--- src/rtl/mem_arb_pkg.sv ---
// Shared types and helpers for the memory-port round-robin arbiter.
package mem_arb_pkg;

    // Arbiter control states: wait for calibration, pick a winner, hold the command.
    typedef enum logic [1:0] {
        WAIT_RDY = 2'd0,
        IDLE     = 2'd1,
        ISSUE    = 2'd2
    } arb_state_e;

    localparam int DEF_NUM_REQ = 3;

    // Width of a requester ID; never narrower than one bit.
    function automatic int idWidth(input int numReq);
        return (numReq <= 2) ? 1 : $clog2(numReq);
    endfunction

    localparam int ID_W = idWidth(DEF_NUM_REQ);

    // last_gnt starts at the highest index so requester 0 is searched first.
    function automatic int lastGntReset(input int numReq);
        return numReq - 1;
    endfunction

endpackage

--- src/rtl/mem_arb_tag_fifo.sv ---
// Tag FIFO holding the requester ID of every accepted read, in issue order.
module mem_arb_tag_fifo #(
    parameter int ID_W  = 2,
    parameter int DEPTH = 4
) (
    input  logic            clk,
    input  logic            reset,
    input  logic            push_i,
    input  logic [ID_W-1:0] pushId_i,
    input  logic            pop_i,
    output logic [ID_W-1:0] headId_o,
    output logic            full_o,
    output logic            empty_o
);

    localparam int PTR_W = (DEPTH > 1) ? $clog2(DEPTH) : 1;
    localparam logic [PTR_W-1:0] LAST_PTR = PTR_W'(DEPTH - 1);
    localparam logic [PTR_W:0]   FULL_CNT = (PTR_W + 1)'(DEPTH);

    logic [ID_W-1:0]  slots_q [DEPTH];
    logic [PTR_W-1:0] wrPtr_q;
    logic [PTR_W-1:0] rdPtr_q;
    logic [PTR_W:0]   count_q;
    logic             doPush;
    logic             doPop;

    assign empty_o  = (count_q == '0);
    assign full_o   = (count_q == FULL_CNT);
    assign headId_o = slots_q[rdPtr_q];
    assign doPop    = pop_i & ~empty_o;
    // A push into a full FIFO is still fine when the head leaves in the same cycle.
    assign doPush   = push_i & (~full_o | doPop);

    // Storage needs no reset; only pointers and occupancy define validity.
    always_ff @(posedge clk) begin
        if (doPush) begin
            slots_q[wrPtr_q] <= pushId_i;
        end
    end

    // Pointer and occupancy update; simultaneous push and pop keeps the count.
    always_ff @(posedge clk) begin
        if (!reset) begin
            wrPtr_q <= '0;
            rdPtr_q <= '0;
            count_q <= '0;
        end else begin
            if (doPush) begin
                wrPtr_q <= (wrPtr_q == LAST_PTR) ? '0 : wrPtr_q + PTR_W'(1);
            end
            if (doPop) begin
                rdPtr_q <= (rdPtr_q == LAST_PTR) ? '0 : rdPtr_q + PTR_W'(1);
            end
            case ({doPush, doPop})
                2'b10:   count_q <= count_q + (PTR_W + 1)'(1);
                2'b01:   count_q <= count_q - (PTR_W + 1)'(1);
                default: count_q <= count_q;
            endcase
        end
    end

endmodule

--- src/rtl/mem_port_arb.sv ---
// Round-robin arbiter sharing one Avalon-style memory port among pixel requesters,
// routing read returns back to their originators through a tag FIFO.
module mem_port_arb
    import mem_arb_pkg::*;
#(
    parameter int NUM_REQ = 3,
    parameter int ADDR_W  = 29,
    parameter int DATA_W  = 32,
    parameter int MAX_RD  = 4
) (
    input  logic                      clk,
    input  logic                      reset,
    input  logic [NUM_REQ-1:0]        req_valid,
    input  logic [NUM_REQ-1:0]        req_wr,
    input  logic [NUM_REQ*ADDR_W-1:0] req_addr,
    input  logic [NUM_REQ*DATA_W-1:0] req_wdata,
    output logic [NUM_REQ-1:0]        req_ack,
    output logic [NUM_REQ-1:0]        rd_valid,
    output logic [DATA_W-1:0]         rd_data,
    input  logic                      ram_rdy,
    input  logic                      avl_ready,
    output logic                      avl_write_req,
    output logic                      avl_read_req,
    output logic [ADDR_W-1:0]         avl_addr,
    output logic [DATA_W-1:0]         avl_wdata,
    input  logic                      rd_data_valid,
    input  logic [DATA_W-1:0]         mem_rd_data,
    output logic                      err
);

    localparam int IdW = idWidth(NUM_REQ);
    localparam logic [IdW-1:0]     LAST_GNT_RST = IdW'(lastGntReset(NUM_REQ));
    localparam logic [NUM_REQ-1:0] ONE_HOT0     = NUM_REQ'(1);

    arb_state_e          state_q;
    logic [IdW-1:0]      gntId_q;
    logic [IdW-1:0]      lastGnt_q;
    logic                writeReq_q;
    logic                readReq_q;
    logic [ADDR_W-1:0]   addr_q;
    logic [DATA_W-1:0]   wdata_q;
    logic [NUM_REQ-1:0]  rdValid_q;
    logic [DATA_W-1:0]   rdData_q;
    logic                err_q;

    logic [NUM_REQ-1:0]  eligible;
    logic                anyElig_d;
    logic [IdW-1:0]      gntId_d;
    logic                accept;
    logic                fifoPush;
    logic                fifoPop;
    logic                fifoFull;
    logic                fifoEmpty;
    logic [IdW-1:0]      fifoHead;

    // Reads need a free tag slot; writes never wait on the tag FIFO.
    assign eligible = req_valid & (req_wr | {NUM_REQ{~fifoFull}});
    assign accept   = reset & (state_q == ISSUE) & avl_ready;
    assign fifoPush = accept & readReq_q;
    assign fifoPop  = rd_data_valid & ~fifoEmpty;

    // Round-robin search starting one past the last accepted requester.
    always_comb begin
        anyElig_d = 1'b0;
        gntId_d   = lastGnt_q;
        for (int k = 1; k <= NUM_REQ; k++) begin
            if (!anyElig_d && eligible[(int'(lastGnt_q) + k) % NUM_REQ]) begin
                anyElig_d = 1'b1;
                gntId_d   = IdW'((int'(lastGnt_q) + k) % NUM_REQ);
            end
        end
    end

    // Command FSM: latch the winner in IDLE, hold it stable in ISSUE until accepted.
    always_ff @(posedge clk) begin
        if (!reset) begin
            state_q    <= WAIT_RDY;
            gntId_q    <= '0;
            lastGnt_q  <= LAST_GNT_RST;
            writeReq_q <= 1'b0;
            readReq_q  <= 1'b0;
            addr_q     <= '0;
            wdata_q    <= '0;
        end else begin
            unique case (state_q)
                WAIT_RDY: begin
                    if (ram_rdy) begin
                        state_q <= IDLE;
                    end
                end
                IDLE: begin
                    if (!ram_rdy) begin
                        state_q <= WAIT_RDY;
                    end else if (anyElig_d) begin
                        state_q    <= ISSUE;
                        gntId_q    <= gntId_d;
                        writeReq_q <= req_wr[gntId_d];
                        readReq_q  <= ~req_wr[gntId_d];
                        addr_q     <= req_addr[int'(gntId_d) * ADDR_W +: ADDR_W];
                        wdata_q    <= req_wdata[int'(gntId_d) * DATA_W +: DATA_W];
                    end
                end
                ISSUE: begin
                    if (avl_ready) begin
                        state_q    <= IDLE;
                        lastGnt_q  <= gntId_q;
                        writeReq_q <= 1'b0;
                        readReq_q  <= 1'b0;
                    end
                end
                default: begin
                    state_q <= WAIT_RDY;
                end
            endcase
        end
    end

    // Read return path: steer the strobe to the tag at the FIFO head, flag orphan returns.
    always_ff @(posedge clk) begin
        if (!reset) begin
            rdValid_q <= '0;
            rdData_q  <= '0;
            err_q     <= 1'b0;
        end else begin
            rdValid_q <= '0;
            if (rd_data_valid) begin
                rdData_q <= mem_rd_data;
                if (fifoEmpty) begin
                    err_q <= 1'b1;
                end else begin
                    rdValid_q <= ONE_HOT0 << fifoHead;
                end
            end
        end
    end

    mem_arb_tag_fifo #(
        .ID_W  (IdW),
        .DEPTH (MAX_RD)
    ) u_tagFifo (
        .clk      (clk),
        .reset    (reset),
        .push_i   (fifoPush),
        .pushId_i (gntId_q),
        .pop_i    (fifoPop),
        .headId_o (fifoHead),
        .full_o   (fifoFull),
        .empty_o  (fifoEmpty)
    );

    assign req_ack       = accept ? (ONE_HOT0 << gntId_q) : '0;
    assign rd_valid      = rdValid_q;
    assign rd_data       = rdData_q;
    assign avl_write_req = writeReq_q;
    assign avl_read_req  = readReq_q;
    assign avl_addr      = addr_q;
    assign avl_wdata     = wdata_q;
    assign err           = err_q;

endmodule

--- config.mk ---
export PLATFORM = sky130hd
export DESIGN_NAME = mem_port_arb
export DESIGN_NICKNAME = d
export VERILOG_FILES = /design/src/rtl/mem_arb_pkg.sv /design/src/rtl/mem_arb_tag_fifo.sv /design/src/rtl/mem_port_arb.sv
export SDC_FILE = /design/constraint.sdc
export NUM_CORES = 1
export LEC_CHECK = 0
export BUFFER_PORTS_ARGS = -buffer_cell sky130_fd_sc_hd__buf_2
export CORE_ASPECT_RATIO = 0.75
export CORE_UTILIZATION = 40
export CTS_CLUSTER_SIZE = 16
export DETAILED_ROUTE_END_ITERATION = 10
export MAX_ROUTING_LAYER = met4
export PLACE_DENSITY = 0.85
export RECOVER_POWER = 100
export SLEW_MARGIN = 20
export SYNTH_ARGS = -nofsm -noshare
export SYNTH_HDL_FRONTEND = slang
export SYNTH_HIERARCHICAL = 1
export SYNTH_SLANG_ARGS = --single-unit
--- constraint.sdc ---
create_clock -name clk -period 2.75 [get_ports clk]
set_input_delay 0.4125 -clock clk [delete_from_list [all_inputs] [get_ports clk]]
set_output_delay 0.4125 -clock clk [all_outputs]
set_load 0.02 [all_outputs]
Word level (Yosys, flattened, before mapping). Memory sizes are Yosys's and may differ from the RTL's. A register that Yosys moved wholly into a read port is not among the register bits. Cells that the tools add are included.

Add/sub/neg operators: 7. Multiply operators: 1. Div/mod/pow operators: 3. $lt $le $gt $ge: 4. Eq/ne operators: 12. Shifts and indexed selects: 4. Multiplexer cells: 37. Bitwise operators: 14. Reduce and logical (&&, ||, !) cells: 14.

Operators by type and width (count): < comparator 32 x 4 -> 1 bit, second input constant (3); modulo 32 x 3 -> 32 bit, second input constant (3); variable part select 96 x 8 -> 32 bit (1); variable part select 87 x 8 -> 29 bit (1); two-way mux 2 bit (11); two-way mux 1 bit (17); binary-select mux 1 bit (select 2 bit) (4); equality test 2 bit, second input constant (4); != test 2 bit, second input constant (4); multiplier 2 x 5 -> 7 bit, second input constant (1); adder 2 x 2 -> 3 bit, second input constant (2); AND 1 bit (6); case mux 2 bit (3 select lines) (1); case mux 3 bit (2 select lines) (1); AND reduction 3 bit (2); left shift 1 x 2 -> 3 bit, first input constant (2); inverter 1 bit (5); adder 2 x 1 -> 2 bit, second input constant (2); equality test 2 x 1 -> 1 bit, second input constant (2); case mux 1 bit (2 select lines) (2); AND reduction 2 bit (2); AND reduction 4 bit (1); nonzero test 2 bit (2); adder 2 x 1 -> 3 bit, second input constant (1); other kinds (14) (16).

Flip-flop bits (word level): 112. Memory bits (writable): 8. Input bits: 226. Memories kept: 1.

Memory list: u_tagFifo.slots_q (depth 4, width 2, read ports 1, clocked after memory_dff 1, wr ports 1, line mem_arb_tag_fifo.sv:20) `logic [ID_W-1:0] slots_q [DEPTH];`.

Depth between registers and ports, before layout. Gate-level depths: netlist (run 1).

Depth in word-level cells: 20. Depth in mapped cells: 13. Depth with buffers taken out: 9.

By module. Netlist (run 1), hierarchy kept.

By module, submodules not included: mem_port_arb (instances 1, cells each 522, area each 5117.4 µm²); mem_arb_tag_fifo (instances 1, cells each 76, area each 862.1 µm²).

Least setup slack after synthesis (run 1). OpenSTA, ideal clock, no wires.

Path kind: reg-to-reg. Start point: register lastGnt_q[0]. End point: register addr_q[0], in the netlist avl_addr[0]. Library setup time: 129 ps. Data arrival time: 2573 ps. Data required time: 2621 ps. Path slack: 48 ps. Stages on the path, launching flop included: 12. Path buffers: 2. Path through: dfxtp_1 inv_1 ha_1 nor2b_1 a31oi_1 a21oi_1 nor2_1 a22o_1 buf_6 buf_1 mux2i_1 o221ai_2.

Cells in the longest elaborated chain, start to end: 14. Elaborated cells between the ends (all ways): 28. Classes of those cells: add/sub: 3; mul: 1; div: 3; shift: 1; mux: 15; reduce/logical: 5.

RTL lines: start: declaration (line mem_port_arb.sv:37) `logic [IdW-1:0] lastGnt_q;`; start signal: assignment (line mem_port_arb.sv:106) `lastGnt_q <= gntId_q;`; adder 2 x 1 -> 3 bit (line mem_port_arb.sv:67, mem_port_arb.sv:69); modulo 32 x 3 -> 32 bit (line mem_port_arb.sv:67, mem_port_arb.sv:69); binary-select mux 1 bit (select 2 bit) (line mem_port_arb.sv:67) `if (!anyElig_d && eligible[(int'(lastGnt_q) + k) % NUM_REQ]) begin`; two-way mux 1 bit (not written as such) (2 in series) (line mem_port_arb.sv:67); two-way mux 1 bit (line mem_port_arb.sv:67); logical NOT 1 bit (line mem_port_arb.sv:67); logical AND 1 bit (line mem_port_arb.sv:67); two-way mux 1 bit (line mem_port_arb.sv:67); logical NOT 1 bit (line mem_port_arb.sv:67); logical AND 1 bit (line mem_port_arb.sv:67); two-way mux 2 bit (line mem_port_arb.sv:67); multiplier 2 x 5 -> 7 bit (line mem_port_arb.sv:99) `addr_q <= req_addr[int'(gntId_d) * ADDR_W +: ADDR_W];`; variable part select 87 x 8 -> 29 bit (line mem_port_arb.sv:99); end signal: assignment (line mem_port_arb.sv:99); end: declaration (line mem_port_arb.sv:40) `logic [ADDR_W-1:0] addr_q;`.

Parallel ways exist; a longest one is shown, timed or not. The select of a mux whose other input is x is not followed. A chain may end at the register's enable or synchronous reset.

Final worst setup path (run 1).
Start point: register u_tagFifo.count_q[1]. End point: register readReq_q, in the netlist avl_read_req.

Cells in the longest elaborated chain, start to end: 20. Elaborated cells between the ends (all ways): 31. Classes of those cells: eq/ne: 2; mux: 20; bitwise: 4; reduce/logical: 5.

RTL lines: start: declaration (line mem_arb_tag_fifo.sv:23) `logic [PTR_W:0] count_q;`; start signal: assignment (line mem_arb_tag_fifo.sv:55) `2'b10: count_q <= count_q + (PTR_W + 1)'(1);`; start signal: assignment (line mem_arb_tag_fifo.sv:56) `2'b01: count_q <= count_q - (PTR_W + 1)'(1);`; start signal: assignment (line mem_arb_tag_fifo.sv:57) `default: count_q <= count_q;`; equality test 3 bit * (line mem_arb_tag_fifo.sv:28) `assign full_o = (count_q == FULL_CNT);`; net fifoFull (line mem_port_arb.sv:52) `logic fifoFull;`; inverter 1 bit * (line mem_port_arb.sv:57) `assign eligible = req_valid & (req_wr | {NUM_REQ{~fifoFull}});`; OR 3 bit * (line mem_port_arb.sv:57); AND 3 bit * (line mem_port_arb.sv:57); binary-select mux 1 bit (select 2 bit) (line mem_port_arb.sv:67); two-way mux 1 bit (not written as such) (2 in series) (line mem_port_arb.sv:67); two-way mux 1 bit (line mem_port_arb.sv:67); [... 4 more ...]; logical AND 1 bit (line mem_port_arb.sv:67); two-way mux 2 bit (line mem_port_arb.sv:67); binary-select mux 1 bit (select 2 bit) (line mem_port_arb.sv:98) `readReq_q <= ~req_wr[gntId_d];`; two-way mux 1 bit (not written as such) (line mem_port_arb.sv:98); inverter 1 bit (line mem_port_arb.sv:98); two-way mux 1 bit (line mem_port_arb.sv:94) `end else if (anyElig_d) begin`; two-way mux 1 bit (line mem_port_arb.sv:92) `if (!ram_rdy) begin`; case mux 1 bit (2 select lines) (line mem_port_arb.sv:85) `unique case (state_q)`; end signal: assignment (line mem_port_arb.sv:98); end: declaration (line mem_port_arb.sv:39) `logic readReq_q;`.

Mark *: on every way through the listed nets, which the timed path passes. The rest lies on a longest branch. The select of a mux whose other input is x is not followed.

==> results of run 1 <==
-- kinds of logic after synthesis --
group                    Yosys count  synth area share
buffers and inverters             90            0.0665
adder cells (fa/ha/maj)            9            0.0201
AND/OR/NAND/NOR                  143             0.121
AO/OA/AOI/OAI                    135             0.201
XOR/XNOR                           2           0.00293
multiplexers                      97             0.167
flip-flops                       122             0.422
-- metrics by stage --
step	TNS (ns)	total power, uW	setup WS [ns]
6_report	0	4880	0.100
5_1_grt	-0.114	5100	-0.0401
4_1_cts	0	4950	0.00297
3_5_place_dp	-4.48	2720	-0.123
3_3_place_gp	-0.901	2700	-0.0375
2_1_floorplan	0	2360	0.0480
-- per-layer routing --
metal	wire length [um]	track usage	part of all wire
met5	0	-	0
met1	7710	0.276	0.41
met4	233	0.0760	0.012
met3	1240	0.0565	0.066
met2	9500	0.412	0.51
-- worst register-to-register path, cell delays in order, from the launching register on --
cell      delay, ns
dfxtp_1        0.35
nor2_2         0.06
and2_4         0.18
nor2b_2        0.17
o31a_1         0.34
a21o_1         0.21
a311oi_2       0.22
buf_4          0.17
a31oi_4        0.03
buf_4          0.16
or3b_1         0.41
a31o_2         0.25
-- cell usage in the layout (no fill, tap or decap), drive strengths merged, types with 2 or more instances in the layout --
master / count
o31a: 2
nand3b: 4
nor3b: 5
and3: 3
o2111ai: 2
buf: 261
nand2b: 8
a21oi: 11
or4: 2
and2: 8
nor2: 36
or3: 3
a211oi: 2
nor2b: 15
a31oi: 5
edfxtp: 8
o221ai: 34
diode: 3
clkbuf: 125
a21o: 2
mux2i: 95
dfxtp: 114
nand3: 4
o211ai: 4
ha: 8
mux4: 2
o31ai: 2
o21ai: 32
a311oi: 4
nor4b: 2
clkinv: 3
nand2: 45
a32oi: 27
nor3: 4
inv: 57
-- state kept, by name, summed over array words and instances (netlist names), named ones only --
signal / count
avl_wdata: 32
rd_data: 32
avl_addr: 29
u_tagFifo/slots_q: 8
rd_valid: 3
u_tagFifo/count_q: 3
gntId_q: 2
lastGnt_q: 2
state_q: 2
u_tagFifo/rdPtr_q: 2
u_tagFifo/wrPtr_q: 2
avl_read_req: 1
avl_write_req: 1
err: 1
-- final timing paths --
path                         from           end  slack [ns]  cells after the start
min                 req_wdata[68]  avl_wdata[4]        0.25                      3
max reg2reg  u_tagFifo/count_q[1]  avl_read_req        0.10                     11
min reg2reg          avl_wdata[1]  avl_wdata[1]        0.46                      2
max          u_tagFifo/count_q[1]  avl_read_req        0.10                     11
-- final cells by class --
type	count	area share
Sequential cell	122	0.293
Clock buffer	18	0.0511
Multi-Input combinational cell	386	0.370
Antenna cell	3	0.000873
Timing Repair Buffer	368	0.218
Tap cell	200	0.0291
Inverter	48	0.0209
Clock inverter	14	0.0175
-- timing repair --
action                                  4_1_cts  5_1_grt
setup buffers                                 1        0
cloned                                        1        0
resized for setup                            15       10
endpoints found under the setup margin       58       60
pin swaps                                     1        5
-- power by group --
group          leakage [uW]  switching, uW  internal, uW
logic               0.00259            428           344
registers           0.00100           44.6          1860
clock network      0.000290            892          1310
==> reports/results.ini, run 1 <==
[run_status]
status = finished clean

[worst_setup_path]
cp_top_family = compound AO/OA/AOI/OAI gates
critPathCaptureType = register
start_kind = register
cp_max_fo = 5
cp.required_ns = 3.03
crit_type = register to register
critPathMaxStageDelay_ns = 0.41
critPathArrivalTime_ns = 2.93
path_cells = nor2_2 -> and2_4 -> nor2b_2 -> o31a_1 -> a21o_1 -> a311oi_2 -> buf_4 -> a31oi_4 -> buf_4 -> or3b_1 -> a31o_2
path_common_cell = buf_4
critPathBufInv = 2
cp_slowest_cell = or3b_1

[synthesis]
ys_seq_area_frac = 0.422
async_flop_share = 0
yosysWarnings = 6
synth.area.top_cells = dfxtp_1, mux2i_1, o221ai_2
mappedNetlistArea_um2 = 5980
syn-instance-count = 598
synth_area_leader_cell = dfxtp_1
syn-num-nets = 833
synth_most_common_cell = dfxtp_1
syn_avg_cell_area_um2 = 10.0
synth-seq-cells = 122
synth_enable_flop_cells = 8
ys_types = 59
synth_top_cell_area_share = 0.382
synthTopCellsByCount = dfxtp_1, mux2i_1, inv_1, nand2_1, nor2_1
synthFlopType = dfxtp_1

[timing]
clock.fmax_mhz = 377
relSlewSlack = 0.288
setup_viol = 0
period_share = 0.964
hold_viol = 0
rsz0062_at_grt = yes
hold_ws_ns = 0.248
worst_pin_slew_ns = 1.07
clock_skew_ns = 0.0132
period_needed_ns = 2.65
slew_viol_final = 0

[final_layout]
final-seq-area_um2 = 2520
syn_to_final_growth_pct = 43.9
drive_gt1_frac = 0.371
multiInputGateArea_um2 = 3180
fin_util = 0.591
fill_cells = 1308
fin_cells = 1159
final_cell_area_um2 = 8600
fin_nets = 1178

[job]
maxCapViolCount = 0

[route]
ant_nets = 0
vias = 5898
drc = 0
avgRoutedWirePerCell_um = 16.1
drt_pass1_iterations = 4
vias_per_cell = 5.09
drt_iter0_drc = 328
wirelength_um = 18700

[floorplanning]
die_h_um = 108
coreArea_um2 = 14500
initial_core_util = 0.411
die_area_um2 = 15400
pin_count = 328
row_count = 38
die_w_um = 143

[clock_tree]
cts_tree = yes
root_buffer = clkbuf_16
htreeDepth = 4
numCtsBuffers = 17
clk_path_buf_depth = 2
clk_latency_ns = 0.40
cts.clk_slew.worst_paths_ns = 0.06
cts_sinks = 122
hold_buffers = 0

[power_and_ir_drop]
peakVddDrop_v = 0.000434
power.density_nw_per_um2 = 567
p_leak_uw = 0.00388

[grt]
grt_overflow = 0
grt_max_degree = 37
grt_antenna_before_repair = 2
grt_pass1_wl_um = 27700
grt_usage = 0.240
grt_pass1_vias = 5600

[place]
place_area_um2 = 8040
gp_congestion = 0.894
place_hpwl_um = 14300
port_buffers = 327
dpl.cell_count = 1122

[min_path]
hp-class = primary input to register

No activity file was read; power rests on OpenSTA's default activity.
==> inputs of run 2 (changes only) <==
MAX_ROUTING_LAYER = unset   (was met4)
PLACE_DENSITY = 0.83   (was 0.85)
REMOVE_ABC_BUFFERS = 1   (was unset)
SYNTH_HIERARCHICAL = unset   (was 1)
==> run 2 against run 1 <==
Compared with the run above:
- design area rose by 5.1%
- worst setup slack gained 0.0088 ns
- worst hold slack lost 0.0074 ns
- first-iteration DRC count is 120% higher
- routed wire length up 24%
- global-route usage rose by 2.4 points
- combinational power rose by 19%
- die area increased by 9.4%
- area after synthesis grew 9.5%
- clock skew down 0.0022 ns
- clock power about the same
- critical path type unchanged
==> reports/results.ini, run 2 <==
[run_status]
status = finished clean

[synthesis]
synth_most_common_cell = dfxtp_1
ys_types = 58  ; -1.7%
yosysWarnings = 0  ; -6
syn-instance-count = 794  ; +33%
synth_area_leader_cell = dfxtp_1
mappedNetlistArea_um2 = 6550  ; +9.5%
async_flop_share = 0  ; unchanged
synth-seq-cells = 122  ; unchanged
synthTopCellsByCount = dfxtp_1, o21ai_0, nand3_1, a31oi_1, clkbuf_1
synth_top_cell_area_share = 0.348  ; -0.0332
syn_avg_cell_area_um2 = 8.25  ; -18%
ys_seq_area_frac = 0.385  ; -0.0367
synth_enable_flop_cells = 8  ; unchanged
synthFlopType = dfxtp_1
synth.area.top_cells = dfxtp_1, o21ai_0, a31oi_1

[timing]
hold_viol = 0  ; unchanged
setup_viol = 0  ; unchanged
slew_viol_final = 0  ; unchanged
clock.fmax_mhz = 379  ; +0.33%
worst_pin_slew_ns = 0.701  ; -0.368 ns
period_share = 0.960  ; -0.00321
period_needed_ns = 2.64  ; -0.00883 ns
clock_skew_ns = 0.0110  ; -0.00215 ns
relSlewSlack = 0.532  ; +0.245

[final_layout]
final_common_cell = buf_2
final_cell_mix = buf_2, dfxtp_1, clkbuf_1, o21ai_0, nand3_1
fin_nets = 1328  ; +13%
drive_gt1_frac = 0.293  ; -0.0784
num_antenna_cells = 0  ; -3
final-seq-area_um2 = 2520  ; about the same
syn_to_final_growth_pct = 38.1
fin_util = 0.565  ; -0.0266
multiInputGateArea_um2 = 3640  ; +15%
fill_cells = 1487  ; +14%

[floorplanning]
die_area_um2 = 16900  ; +9.4%
pin_count = 328  ; unchanged
die_w_um = 150  ; +4.6%
die_h_um = 113  ; +4.6%
initial_core_util = 0.409  ; -0.00208
row_count = 40  ; +5.3%
coreArea_um2 = 16000  ; +10%

[worst_setup_path]
crit_type = register to register
reg2reg_slack_ns = 0.11  ; about the same
cp.required_ns = 3.07  ; +0.04 ns
start_kind = register
cp_max_fo = 4  ; -1
critPathArrivalTime_ns = 2.97  ; +0.04 ns
r2r_cells = 11  ; unchanged
critPathCaptureType = register
path_common_cell = inv_1
r2r-start = u_tagFifo.count_q[1]
cp_slowest_cell = or4b_2
critPathMaxStageDelay_ns = 0.65  ; +0.24 ns
path_cells = buf_4 -> or4b_2 -> nand2_2 -> nor2_1 -> inv_1 -> ha_2 -> inv_1 -> fa_2 -> xor2_1 -> or3_1 -> a21oi_1
r2r_end = u_tagFifo.count_q[2]
startpoint = u_tagFifo.count_q[1]

[power_and_ir_drop]
peakVddDrop_v = 0.000333  ; -23%
p_int_uw = 3590  ; +2.2%
power.density_nw_per_um2 = 558  ; -1.7%
p_leak_uw = 0.00371  ; -4.4%
pwr-share-clk = 0.439  ; -0.012
seqPwrFrac = 0.379  ; -0.011
p_sw_frac = 0.288  ; +0.00786
p_switching_uw = 1450  ; +6.2%
pwr-share-comb = 0.182  ; +0.024
design_power_total_uw = 5040  ; +3.3%

[clock_tree]
clk_path_buf_depth = 2  ; unchanged
cts.clk_slew.worst_paths_ns = 0.06  ; about the same
htreeDepth = 4  ; unchanged
numCtsBuffers = 17  ; unchanged
cts_tree = yes
clk_latency_ns = 0.41  ; about the same
root_buffer = clkbuf_16
cts_sinks = 122  ; unchanged

[grt]
grt_overflow = 0  ; unchanged
grt_pass1_wl_um = 35400  ; +28%
grt_max_degree = 62  ; +68%
grt_antenna_before_repair = 0  ; -2
grt_pass1_vias = 6863  ; +23%
grt_usage = 0.263  ; +0.0236

[place]
port_buffers = 327  ; unchanged
place_hpwl_um = 15800  ; +10%
gp_congestion = 1.00  ; +12%

[route]
drt_pass1_iterations = 8  ; +4
drt_iter0_drc = 729  ; +120%
ant_nets = 0  ; unchanged
drc = 0  ; unchanged
wirelength_um = 23100  ; +24%
avgRoutedWirePerCell_um = 17.6  ; +9.1%
vias = 7543  ; +28%
vias_per_cell = 5.73  ; +13%

[job]
maxCapViolCount = 0  ; unchanged

[min_path]
hp-class = primary input to register
min_to = rd_data[19]
hold_start = mem_rd_data[19]
min_path_cells = 3  ; unchanged

run 2: worst max-delay path by stage:
stage | depth (start not counted) | to
6_report | 11 | u_tagFifo.count_q[2]
3_5_place_dp | 9 | avl_write_req
4_1_cts | 8 | avl_write_req
5_1_grt | 10 | avl_wdata[7]
3_3_place_gp | 9 | avl_addr[26]
2_1_floorplan | 7 | avl_addr[12]
run 2: final cells by class:
type                            count  area share
Multi-Input combinational cell    570       0.403
Clock inverter                     13      0.0156
Tap cell                          210      0.0291
Timing Repair Buffer              365       0.217
Sequential cell                   122       0.279
Inverter                           17     0.00706
Clock buffer                       19      0.0490
run 2: critical path: cells and delay by family, from the launching register on:
family	cells	cell delay, ns
and+or+nand+nor	4	1.11
DFF	1	0.34
adders and majority gates	2	0.53
AOI/OAI and AO/OA	1	0.13
xor gates and xnor gates	1	0.15
buffers and inverters	3	0.30
run 2: metal layers:
| layer | share of wire | up-vias | GRT usage |
|---|---|---|---|
| met2 | 0.46 | 459 | 0.413 |
| met3 | 0.096 | 27 | 0.0532 |
| met1 | 0.43 | 3509 | 0.363 |
| met4 | 0.014 | 0 | 0.0801 |
| li1 | - | 3548 | - |
| met5 | 0 | - | 0 |
run 2: kinds of logic (layout without fill, tap and decap cells):
| family | Yosys count | count (layout) | synth area share |
|---|---|---|---|
| adder cells (fa/ha/maj) | 10 | 10 | 0.0199 |
| flip-flops | 122 | 122 | 0.385 |
| AO/OA/AOI/OAI | 293 | 293 | 0.284 |
| buffers and inverters | 102 | 414 | 0.0718 |
| AND/OR/NAND/NOR | 228 | 228 | 0.177 |
| XOR/XNOR | 2 | 2 | 0.00268 |
| multiplexers | 37 | 37 | 0.0604 |
run 2: what timing repair did:
action | in CTS | in global routing
setup buffers | 0 | 1
endpoints found under the setup margin | 0 | 43
gates resized for setup | 0 | 14
hold buffers | 0 | 0
run 2: power groups by stage:
stage               Clock (uW)  Sequential (uW)  Combinational [uW]
floorplan                    0             2030                 373
global placement             0             1940                 904
detailed placement           0             1940                 913
CTS                       2240             1910                 916
global route              2350             1920                 990
finish                    2210             1910                 918
run 2: stage by stage:
stage / instances / worst slack (ns) / cell area (um2) / hold slack [ns] / TNS, ns
final: 1316 / 0.109 / 9040 / 0.241 / 0
after CTS: 1314 / 0.0312 / 9070 / 0.221 / 0
after floorplan: 709 / -1.14 / 6140 / 0.469 / -73.49
after detailed placement: 1282 / -0.0481 / 8490 / 0.469 / -0.253
after global placement: 1282 / 0.0348 / 8490 / 0.451 / 0
after global routing: 1316 / -0.0245 / 9040 / 0.227 / -0.0566
